--- src/rtl/kab_io_pkg.sv ---
// Shared KabIO definitions for the external interrupt controller.
// Contents:
//   EIC_PEND / EIC_ENABLE / EIC_STATUS / EIC_SWSET : word offsets of the EIC registers
//   eic_state_t                                    : request handshake state
package kab_io_pkg;

  localparam logic [1:0] EIC_PEND   = 2'd0;
  localparam logic [1:0] EIC_ENABLE = 2'd1;
  localparam logic [1:0] EIC_STATUS = 2'd2;
  localparam logic [1:0] EIC_SWSET  = 2'd3;

  typedef enum logic [1:0] {
    IDLE = 2'd0,
    REQ  = 2'd1,
    GAP  = 2'd2
  } eic_state_t;

endpackage

--- src/rtl/kab_eic_prio.sv ---
// Lowest-index-wins priority encoder (purely combinational).
// Ports:
//   vec   in  N     : request vector, bit i is source i
//   valid out 1     : at least one bit of vec is set
//   id    out ID_W  : index of the lowest set bit (0 when valid is low)
module kab_eic_prio #(
  parameter int N    = 8,
  parameter int ID_W = $clog2(N)
) (
  input  logic [N-1:0]    vec,
  output logic            valid,
  output logic [ID_W-1:0] id
);

  always_comb begin
    valid = |vec;
    id    = '0;
    // Scan downwards so the last hit, the lowest index, wins.
    for (int i = N - 1; i >= 0; i--) begin
      if (vec[i]) begin
        id = ID_W'(i);
      end
    end
  end

endmodule

--- src/rtl/kab_eic.sv ---
// Kabeta external interrupt controller.
// Latches rising edges of the peripheral interrupt lines into pending bits,
// masks them with ENABLE, picks the lowest-index candidate and presents it to
// the core with a req/ack handshake. Registers are reachable over KabIO.
// Ports:
//   Sys_Clock   in  1        : clock
//   Sys_Reset   in  1        : synchronous active-low reset
//   Src_Irq     in  NUM_SRC  : interrupt lines (already synchronous)
//   Sys_Sel     in  1        : block select
//   Sys_Address in  2        : register word offset
//   Sys_WrEn    in  1        : write strobe
//   Sys_RdEn    in  1        : read strobe
//   Sys_WrData  in  32       : write data
//   Sys_RdData  out 32       : registered read data, held until the next read
//   EIC_IntReq  out 1        : interrupt request to the core
//   EIC_IntId   out ID_W     : source being requested
//   EIC_IntAck  in  1        : single-cycle acknowledge
module kab_eic
  import kab_io_pkg::*;
#(
  parameter int NUM_SRC = 8,
  parameter int ID_W    = $clog2(NUM_SRC)
) (
  input  logic               Sys_Clock,
  input  logic               Sys_Reset,
  input  logic [NUM_SRC-1:0] Src_Irq,
  input  logic               Sys_Sel,
  input  logic [1:0]         Sys_Address,
  input  logic               Sys_WrEn,
  input  logic               Sys_RdEn,
  input  logic [31:0]        Sys_WrData,
  output logic [31:0]        Sys_RdData,
  output logic               EIC_IntReq,
  output logic [ID_W-1:0]    EIC_IntId,
  input  logic               EIC_IntAck
);

  logic [NUM_SRC-1:0] prev_q, prev_d;
  logic [NUM_SRC-1:0] pend_q, pend_d;
  logic [NUM_SRC-1:0] enable_q, enable_d;
  eic_state_t         state_q, state_d;
  logic               req_q, req_d;
  logic [ID_W-1:0]    id_q, id_d;
  logic [31:0]        rd_data_q, rd_data_d;

  logic               wr_hit;
  logic               rd_hit;
  logic [NUM_SRC-1:0] wr_bits;
  logic [NUM_SRC-1:0] rise;
  logic [NUM_SRC-1:0] set_bits;
  logic [NUM_SRC-1:0] clr_bits;
  logic               ack_take;
  logic [NUM_SRC-1:0] cand;
  logic               win_valid;
  logic [ID_W-1:0]    win_id;
  logic [31:0]        rd_mux;

  assign cand = pend_q & enable_q;

  kab_eic_prio #(
    .N    (NUM_SRC),
    .ID_W (ID_W)
  ) u_prio (
    .vec   (cand),
    .valid (win_valid),
    .id    (win_id)
  );

  // Pending / enable / edge-detect / read path.
  always_comb begin
    wr_hit   = Sys_Sel & Sys_WrEn;
    rd_hit   = Sys_Sel & Sys_RdEn;
    wr_bits  = Sys_WrData[NUM_SRC-1:0];
    rise     = Src_Irq & ~prev_q;
    ack_take = (state_q == REQ) & EIC_IntAck;

    set_bits = rise;
    if (wr_hit && Sys_Address == EIC_SWSET) begin
      set_bits = set_bits | wr_bits;
    end

    clr_bits = '0;
    if (wr_hit && Sys_Address == EIC_PEND) begin
      clr_bits = wr_bits;
    end
    if (ack_take) begin
      clr_bits = clr_bits | (NUM_SRC'(1) << id_q);
    end

    // Sets are applied after clears so a same-cycle set always survives.
    pend_d = (pend_q & ~clr_bits) | set_bits;
    prev_d = Src_Irq;

    enable_d = enable_q;
    if (wr_hit && Sys_Address == EIC_ENABLE) begin
      enable_d = wr_bits;
    end

    // Reads observe the pre-edge register state, so a same-cycle write is not visible.
    rd_mux = '0;
    case (Sys_Address)
      EIC_PEND:   rd_mux[NUM_SRC-1:0] = pend_q;
      EIC_ENABLE: rd_mux[NUM_SRC-1:0] = enable_q;
      EIC_STATUS: begin
        rd_mux[31]     = req_q;
        rd_mux[ID_W-1:0] = id_q;
      end
      default:    rd_mux = '0;
    endcase
    rd_data_d = rd_hit ? rd_mux : rd_data_q;
  end

  // Handshake next-state logic.
  always_comb begin
    state_d = state_q;
    req_d   = req_q;
    id_d    = id_q;
    case (state_q)
      // GAP already guarantees one low cycle on the request line, so it may
      // arbitrate directly; this lets the next request rise two cycles after the ack.
      IDLE, GAP: begin
        req_d   = 1'b0;
        state_d = IDLE;
        if (win_valid) begin
          state_d = REQ;
          req_d   = 1'b1;
          id_d    = win_id;
        end
      end
      // Id is frozen here regardless of later pending/enable changes.
      REQ: begin
        if (EIC_IntAck) begin
          state_d = GAP;
          req_d   = 1'b0;
        end
      end
      default: begin
        state_d = IDLE;
        req_d   = 1'b0;
      end
    endcase
  end

  always_ff @(posedge Sys_Clock) begin
    if (!Sys_Reset) begin
      prev_q    <= '0;
      pend_q    <= '0;
      enable_q  <= '0;
      state_q   <= IDLE;
      req_q     <= 1'b0;
      id_q      <= '0;
      rd_data_q <= '0;
    end else begin
      prev_q    <= prev_d;
      pend_q    <= pend_d;
      enable_q  <= enable_d;
      state_q   <= state_d;
      req_q     <= req_d;
      id_q      <= id_d;
      rd_data_q <= rd_data_d;
    end
  end

  assign Sys_RdData = rd_data_q;
  assign EIC_IntReq = req_q;
  assign EIC_IntId  = id_q;

endmodule

--- config.mk ---
export PLATFORM = sky130hd
export DESIGN_NAME = kab_eic
export DESIGN_NICKNAME = d
export VERILOG_FILES = /design/src/rtl/kab_io_pkg.sv /design/src/rtl/kab_eic_prio.sv /design/src/rtl/kab_eic.sv
export SDC_FILE = /design/constraint.sdc
export NUM_CORES = 1
export LEC_CHECK = 0
export CAP_MARGIN = 5
export CORE_MARGIN = 2
export CORE_UTILIZATION = 38
export DETAILED_ROUTE_END_ITERATION = 6
export GPL_TIMING_DRIVEN = 0
export PLACE_DENSITY_LB_ADDON = 0.2
export SLEW_MARGIN = 5
export SYNTH_ARGS = -nofsm -noshare
export SYNTH_HDL_FRONTEND = slang
export SYNTH_SLANG_ARGS = --single-unit
--- constraint.sdc ---
create_clock -name Sys_Clock -period 1.1 [get_ports Sys_Clock]
set_input_delay 0.22 -clock Sys_Clock [delete_from_list [all_inputs] [get_ports Sys_Clock]]
set_output_delay 0.22 -clock Sys_Clock [all_outputs]
set_load 0.01 [all_outputs]
Yosys cells after proc, flatten, opt, wreduce, memory -nomap -nowiden
Index checks and enable logic that the tools add are counted.
{ "word_totals": {"word_cells": 53, "ff_bits": 39, "output_inout_bits": 36} }
{ "op_classes": {"reduce_logical": 8, "shift": 1, "n_bitwise": 11, "n_mux": 20, "n_eq_ne": 6} }
{ "ops": {"columns": ["op", "n"], "rows": [
  ["AND 8 bit", 3],
  ["two-way mux 3 bit", 8],
  ["two-way mux 8 bit", 3],
  ["bitwise OR 8 bit", 3],
  ["NOT 8 bit", 2],
  ["case mux 5 bit (2 select lines)", 1],
  ["case mux 3 bit (3 select lines)", 1],
  ["OR reduction 8 bit", 1],
  ["<< shifter 1 x 3 -> 8 bit (first input constant)", 1],
  ["equality test 2 bit (second input constant)", 3],
  ["equality test 2 x 1 -> 1 bit (second input constant)", 2],
  ["logical NOT 2 bit", 2],
  ["two-way mux 1 bit", 4],
  ["case mux 2 bit (2 select lines)", 1],
  ["AND 1 bit", 3],
  ["logical AND 1 bit", 3],
  ["two-way mux 2 bit", 1],
  ["!= test 2 bit (second input constant)", 1],
  ["case mux 1 bit (2 select lines)", 1],
  ["AND reduction 2 bit", 1],
  ["OR reduction 2 bit", 1]
]} }

Longest topological paths before layout
Gate-level depths: netlist of run 1.
{ "depth": {"ltp_word": 9, "depth_mapped": 6} }

By module
Synthesis of run 1 repeated with hierarchy kept, for this count alone.
{ "unflattened": {"cells_unflattened": 218, "area_unflattened_um2": 2008.2} }
{ "modules_own_cells": {"columns": ["mod", "area_per_inst_um2", "instances", "cells_per_inst"], "rows": [
  ["kab_eic", 1926.8, 1, 205],
  ["kab_eic_prio", 81.3, 1, 13]
]} }

Least setup slack after synthesis of run 1
OpenSTA, ideal clock, no wires.
{ "synth_path": {"path_kind": "reg-to-reg", "start": "register, netlist name EIC_IntReq", "end": "register pend_q[4]", "setup_time_ns": 0.125, "slack_ns": -0.207, "arrival_time_ns": 1.181, "required_time_ns": 0.975, "stages_incl_launch_ff": 6, "path_buffers": 1, "cell_sequence": "dfxtp_1 > buf_2 > and4b_1 > a22oi_1 > a222oi_1 > nor2b_1"} }
{ "synth_lines": {"columns": ["item", "line", "rtl"], "rows": [
  ["end signal, assigned", "kab_eic.sv:155", "pend_q <= pend_d;"],
  ["end, declared", "kab_eic.sv:39", "logic [NUM_SRC-1:0] pend_q, pend_d;"]
]} }

Worst setup path after layout of run 1
{ "layout_path": {"start": "register id_q[2], in the netlist EIC_IntId[2]", "end": "register pend_q[2]"} }
{ "layout_via": {"elab_chain_cells": 6} }
{ "layout_rtl": {"columns": ["item", "line", "rtl"], "rows": [
  ["start, declared", "kab_eic.sv:43", "logic [ID_W-1:0] id_q, id_d;"],
  ["start signal, assigned", "kab_eic.sv:159", "id_q <= id_d;"],
  ["<< shifter 1 x 3 -> 8 bit", "kab_eic.sv:87", "clr_bits = clr_bits | (NUM_SRC'(1) << id_q);"],
  ["bitwise OR 8 bit", "kab_eic.sv:87", null],
  ["two-way mux 8 bit", "kab_eic.sv:86", "if (ack_take) begin"],
  ["NOT 8 bit", "kab_eic.sv:91", "pend_d = (pend_q & ~clr_bits) | set_bits;"],
  ["AND 8 bit", "kab_eic.sv:91", null],
  ["bitwise OR 8 bit", "kab_eic.sv:91", null]
]} }
No other way between the ends.
A chain may end at the register's enable or synchronous reset.

==> results of run 1 <==
## worst reg2reg max path: stages, from the launching register on
cell      delay, ps
dfxtp_4         360
and4bb_2        340
a22oi_2          90
a222oi_1        300
nor2b_1          70
## logic make-up (layout without fill, tap and decap cells)
family | after synthesis | in the layout
AOI/OAI and AO/OA | 48 | 48
buffers and inverters | 38 | 88
DFF | 38 | 38
muxes | 8 | 8
other | 1 | 23
and+or+nand+nor | 78 | 78
## registers in the layout, indices dropped and copies added, names as in the netlist
signal and cells:
state_q 1, EIC_IntReq 1, Sys_RdData 9, prev_q 8
EIC_IntId 3, enable_q 8, pend_q 8
## report_power, final
| part | internal [mW] | leakage (nW) | switching (mW) |
|---|---|---|---|
| clock | 0.425 | 0.0438 | 0.486 |
| combinational | 0.275 | 0.751 | 0.229 |
| sequential | 1.44 | 0.318 | 0.0584 |
| total | 2.14 | 1.11 | 0.773 |
## final cells by class
type	count	share of cell area [%]
multi-input combinational	157	41.3
sequential	38	29.3
timing repair buffer	43	13.3
buffer	31	9.04
tap	67	3.14
clock buffer	5	2.58
inverter	7	0.984
clock inverter	2	0.375
## placed cells by master (no fill, tap or decap), types with 4 or more instances in the layout
cell type and count:
nand2_1 23, a22oi_1 9, nand3_1 4, nor2_1 7
dfxtp_2 9, a21oi_1 4, dfxtp_1 26, a22oi_2 6
buf_4 30, inv_1 6, a222oi_1 6, a21boi_1 11
conb_1 23, buf_6 4, clkbuf_8 5, clkdlybuf4s50_1 18
nor2b_1 13, dlygate4sd2_1 5, clkbuf_2 10, mux2_2 4
and2_1 10
## per-layer routing
layer / track usage, % / vias up
met2: 27.9 / 67
met4: 8.13 / 0
met1: 24.3 / 781
met5: 0 / -
li1: - / 847
met3: 3.75 / 7
## worst paths after layout
path | start | endpoint
worst min register to register | Sys_RdData[31] | Sys_RdData[31]
worst max register to register | EIC_IntId[2] | pend_q[2]
worst min-delay path | EIC_IntAck | EIC_IntReq
worst max-delay path | EIC_IntId[2] | pend_q[2]
## per-stage QoR
stage	worst slack (ps)	cells	hold WS (ps)	utilization, %	total power [mW]
after floorplan	-101	233	342	-	1.80
after global placement	-634	336	446	51.0	1.98
after detailed placement	-663	336	456	51.0	1.99
after CTS	-193	348	376	55.0	2.91
after global routing	-283	350	432	55.8	3.05
final	-182	350	393	55.8	2.91
## timing repair
| action | CTS | global route |
|---|---|---|
| gates cloned | 0 | 1 |
| pin swaps | 12 | 9 |
| endpoints found under the setup margin | 51 | 47 |
| buffers inserted | 5 | 1 |
| gates resized for setup | 62 | 35 |
==> reports/qor.yml, run 1 <==
outcome:
  status: "finished, violations left"
  violations: "setup timing"
synth:
  synth-simple-area-share_pct: 22.7
  synth-compound-area-share_pct: 19.6
  synth_edf_count: 0
  synthTopCellsByArea: "dfxtp_1 40%, buf_4 9.5%, a22oi_1 5.9%"
  synth_fa_ha_area_share_pct: 0
  syn_avg_cell_area_um2: 9.01
  ys_warn_count: 0
  syn_inst: 211
  synth_common_cells: "38 x dfxtp_1, 24 x buf_4, 24 x nand2_1, 15 x a22oi_1, 14 x nor2b_1"
  ys_types: 37
  synth-xor-area-share_pct: 0
  muxShareOfSynthArea_pct: 4.74
  syn-cell-area_mm2: 0.00190
  ys_seq_area_share_pct: 40.0
  synth_top_family_by_area: "simple AND/OR/NAND/NOR gates"
  yosysMostFrequentCell: "dfxtp_1"
  yosysTopAreaCell: "dfxtp_1"
  async_reset_ff_share_pct: 0
  synthFlopType: "dfxtp_1"
  synth_seq_cells: 38
  synth_top_cell_area_share_pct: 40.0
timing:
  final.setup.tns_ps: -1550
  worst_slack_ps: -182
  worst_clock_skew_ps: 4.27
  slew_violations: 0
  hold_viol: 0
  finalCriticalPeriod_ps: 1280
  clock.fmax_mhz: 780
  setup_viol: 13
  finalCritPeriodShare_pct: 117
  rsz0062_at_grt: "true"
detailed_routing:
  viasPerCell: 4.86
  drt_wl_total_um: 4570
  drtAntennaViolNets: 0
  vias: 1702
  route.detailed.drc: 0
  met2_wirelength_um: 2090
  first_pass_iters: 4
  wl_per_cell_um: 13.1
  met1Wirelength_um: 2070
  top_layer_used: "met4"
  wl_met3_um: 342
  initialDrtViolationCount: 81
clocking:
  cts_tree: "yes"
  htreeDepth: 2
  root_buffer: "clkbuf_8"
  clock-sinks: 38
  cts_buffers: 5
  clockBufferDepth: 2
  clock_insertion_delay_worst_skew_ps: 290
  path_clk_slew_ps: 70
  ctsHoldBuffers: 0
setup_path:
  crit_path_end_kind: "register"
  required_ps: 1280
  critical_path.max_fanout: 5
  critPathMaxStageDelay_ps: 360
  reg2reg_depth: 4
  path_cells: "and4bb_2, a22oi_2, a222oi_1, nor2b_1"
  worstSetupStartpointType: "register"
  cp_slowest_cell: "dfxtp_4"
  critPathBufInv: 0
  worstSetupPathType: "register to register"
  ff2ff_setup_slack_ps: -180
  worst-path-stages: 4
  cp.arrival_ps: 1460
  crit_family: "simple AND/OR/NAND/NOR gates"
global_routing:
  grt_pass1_vias: 1559
  grt_use_total_pct: 18.0
  antenna_found_initial: 0
  grt_max_degree: 12
  grt_overflow: 0
  grt_pass1_wl_um: 7490
placed_design:
  port-buffer-count: 36
  dp_hpwl_um: 3300
  place_congestion: 0.908
  placed_area_mm2: 0.00244
layout:
  final_nets: 331
  num_antenna_cells: 0
  multiInputGateArea_mm2: 0.00110
  nFillCells: 466
  register_area_um2: 783
  fin_area_mm2: 0.00267
  area_growth_pct: 40.4
  drive_gt1_share_pct: 34.6
die:
  chipWidth_um: 74.7
  die_y_um: 74.7
  core-area_mm2: 0.00479
  num_rows: 25
  initial_core_util_pct: 39.7
  ios: 84
  dieArea_mm2: 0.00559
power_and_ir_drop:
  ir_drop_v: 0.000726
  power.density_mw_per_mm2: 1090
  p_leak_nw: 1.11
run:
  maxCapViolations: 0
worst_hold_path:
  worstHoldPathCells: 4
  hp-class: "input pin to register"
Power figures use the tool's default switching activity.
==> run 2, diff against run 1 <==
--- a/config.mk
+++ b/config.mk
@@ -11,7 +11,9 @@
 export DETAILED_ROUTE_END_ITERATION = 6
 export GPL_TIMING_DRIVEN = 0
 export PLACE_DENSITY_LB_ADDON = 0.2
+export RECOVER_POWER = 100
 export SLEW_MARGIN = 5
 export SYNTH_ARGS = -nofsm -noshare
 export SYNTH_HDL_FRONTEND = slang
 export SYNTH_SLANG_ARGS = --single-unit
+export TNS_END_PERCENT = 30
==> reports/qor.yml, run 2 (synthesis gave the netlist of run 1 again) <==
clocking:
  clock_insertion_delay_worst_skew_ps: 290  # about the same
  htreeDepth: 2  # unchanged
  ctsHoldBuffers: 0  # unchanged
  cts_tree: "yes"
  cts_buffers: 5  # unchanged
  clockBufferDepth: 2  # unchanged
  root_buffer: "clkbuf_8"
  path_clk_slew_ps: 80  # about the same
  clock-sinks: 38  # unchanged
detailed_routing:
  viasPerCell: 4.82  # -0.85%
  drtAntennaViolNets: 0  # unchanged
  first_pass_iters: 4  # unchanged
  wl_per_cell_um: 13.2  # +1.0%
  vias: 1702  # unchanged
  route.detailed.drc: 0  # unchanged
  initialDrtViolationCount: 114  # +41%
  drt_wl_total_um: 4660  # +1.9%
placed_design:
  place_congestion: 0.933  # +2.8%
  placed_cells: 336  # unchanged
  port-buffer-count: 36  # unchanged
  pre_cts_ws_ps: -659  # +4.05 ps
  placed_area_mm2: 0.00244  # -0.15%
  dp_hpwl_um: 3350  # +1.5%
power_and_ir_drop:
  internal_power_mw: 2.68  # +25%
  p_switching_mw: 0.784  # +1.4%
  power.density_mw_per_mm2: 1270  # +16%
  pwr-share-clk_pct: 42.3  # +11 points
  swShare_pct: 22.6  # -3.9 points
  combPwrFrac_pct: 14.5  # -2.8 points
  p_leak_nw: 1.12  # +0.87%
  ir_drop_v: 0.000787  # +8.4%
  pwr-share-seq_pct: 43.2  # -8.2 points
timing:
  finalCritPeriodShare_pct: 117  # +0.28 points
  worst_slack_ps: -185  # -3.06 ps
  setup_viol: 10  # -3
  slew_violations: 0  # unchanged
  hold_viol: 0  # unchanged
  rsz0062_at_grt: "true"
  worst_clock_skew_ps: 6.85  # +2.58 ps
  hold_slack_ps: 345  # -47.7 ps
  final.setup.tns_ps: -1210  # +342 ps
  finalCriticalPeriod_ps: 1290  # +3.06 ps
  clock.fmax_mhz: 778  # -0.24%
layout:
  area_growth_pct: 43.9
  layout_common_cells: "31 x buf_4, 25 x dfxtp_1, 23 x nand2_1, 23 x conb_1, 18 x clkdlybuf4s50_1"
  register_area_um2: 782  # -0.16%
  instances_no_fill: 353  # +0.86%
  multiInputGateArea_mm2: 0.00109  # -0.79%
  drive_gt1_share_pct: 33.6  # -1.1 points
  num_antenna_cells: 0  # unchanged
  nFillCells: 467  # +0.21%
  final_common_cell: "buf_4"
  final_nets: 333  # +0.60%
  largest_reg_flops: 9  # unchanged
  fin_area_mm2: 0.00274  # +2.5%
die:
  die_y_um: 74.7  # unchanged
  ios: 84  # unchanged
  num_rows: 25  # unchanged
  core-area_mm2: 0.00479  # unchanged
  chipWidth_um: 74.7  # unchanged
  initial_core_util_pct: 39.7  # unchanged
  dieArea_mm2: 0.00559  # unchanged
setup_path:
  reg2reg_from: "EIC_IntId[2]"
  worstSetupStartpointType: "register"
  critical_path.max_fanout: 5  # unchanged
  worstSetupPathType: "register to register"
  r2r-end: "pend_q[2]"
  crit_path_end_kind: "register"
  required_ps: 1280  # about the same
  cp.arrival_ps: 1460  # about the same
  ff2ff_setup_slack_ps: -190  # about the same
  reg2reg_depth: 4  # unchanged
worst_hold_path:
  worstHoldPathCells: 4  # unchanged
  hp-start: "Sys_Address[1]"
  hp-class: "input pin to register"
  min_to: "enable_q[6]"
global_routing:
  grt_pass1_vias: 1528  # -2.0%
  grt_max_degree: 13  # +1
  grt_use_total_pct: 17.7  # -0.36 points
  grt_overflow: 0  # unchanged
  grt_pass1_wl_um: 7420  # -1.0%
  antenna_found_initial: 0  # unchanged
outcome:
  violations: "setup timing"
  status: "finished, violations left"
run:
  maxCapViolations: 0  # unchanged
-- run 2: critical path, cell delays in order, from the launching register on --
cell      delay, ps
dfxtp_4         360
and4bb_2        340
a22oi_1         100
a222oi_1        300
nor2b_1          80
-- run 2: area by class of cell --
type | count | area share, %
inverter | 7 | 0.960
clock inverter | 2 | 2.19
buffer | 31 | 8.69
clock buffer | 6 | 3.02
multi-input combinational | 157 | 40.0
tap | 67 | 3.06
sequential | 38 | 28.6
timing repair buffer | 45 | 13.5
-- run 2: what timing repair did --
action,in CTS,in global routing
setup buffers,5,4
pin swaps,7,13
gates resized for setup,60,46
gates cloned,0,0
endpoints found under the setup margin,50,48
-- run 2: power groups by stage --
stage                     combinational [mW]  sequential (mW)  clock (mW)
after floorplan                        0.281             1.51           0
after global placement                 0.455             1.52           0
after detailed placement               0.459             1.52           0
after CTS                              0.476             1.49        1.50
after global routing                   0.555             1.50        1.56
final                                  0.503             1.50        1.46
-- run 2: how the worst max path moves through the flow --
stage                         from            end  depth (start not counted)
finish                EIC_IntId[2]      pend_q[2]                          4
floorplan               EIC_IntReq      pend_q[4]                          5
CTS                   EIC_IntId[2]      pend_q[2]                          4
global placement         Sys_Reset     state_q[1]                          4
global route            EIC_IntReq      pend_q[4]                          5
detailed placement  Sys_Address[0]  Sys_RdData[2]                          5
-- run 2: per-stage QoR --
| step | power (mW) | utilization (%) |
|---|---|---|
| after floorplan | 1.79 | - |
| after global placement | 1.98 | 50.9 |
| after detailed placement | 1.98 | 50.9 |
| after CTS | 3.47 | 56.0 |
| after global routing | 3.62 | 57.2 |
| final | 3.46 | 57.2 |
-- run 2: routing by layer --
metal	share of wire [%]	up-vias	GRT usage, %	wire length [um]
li1	-	854	-	-
met1	47	787	23.9	2210
met2	46	54	28.2	2150
met3	5.4	7	5.22	253
met4	0.90	0	3.77	42
met5	0	-	0	0
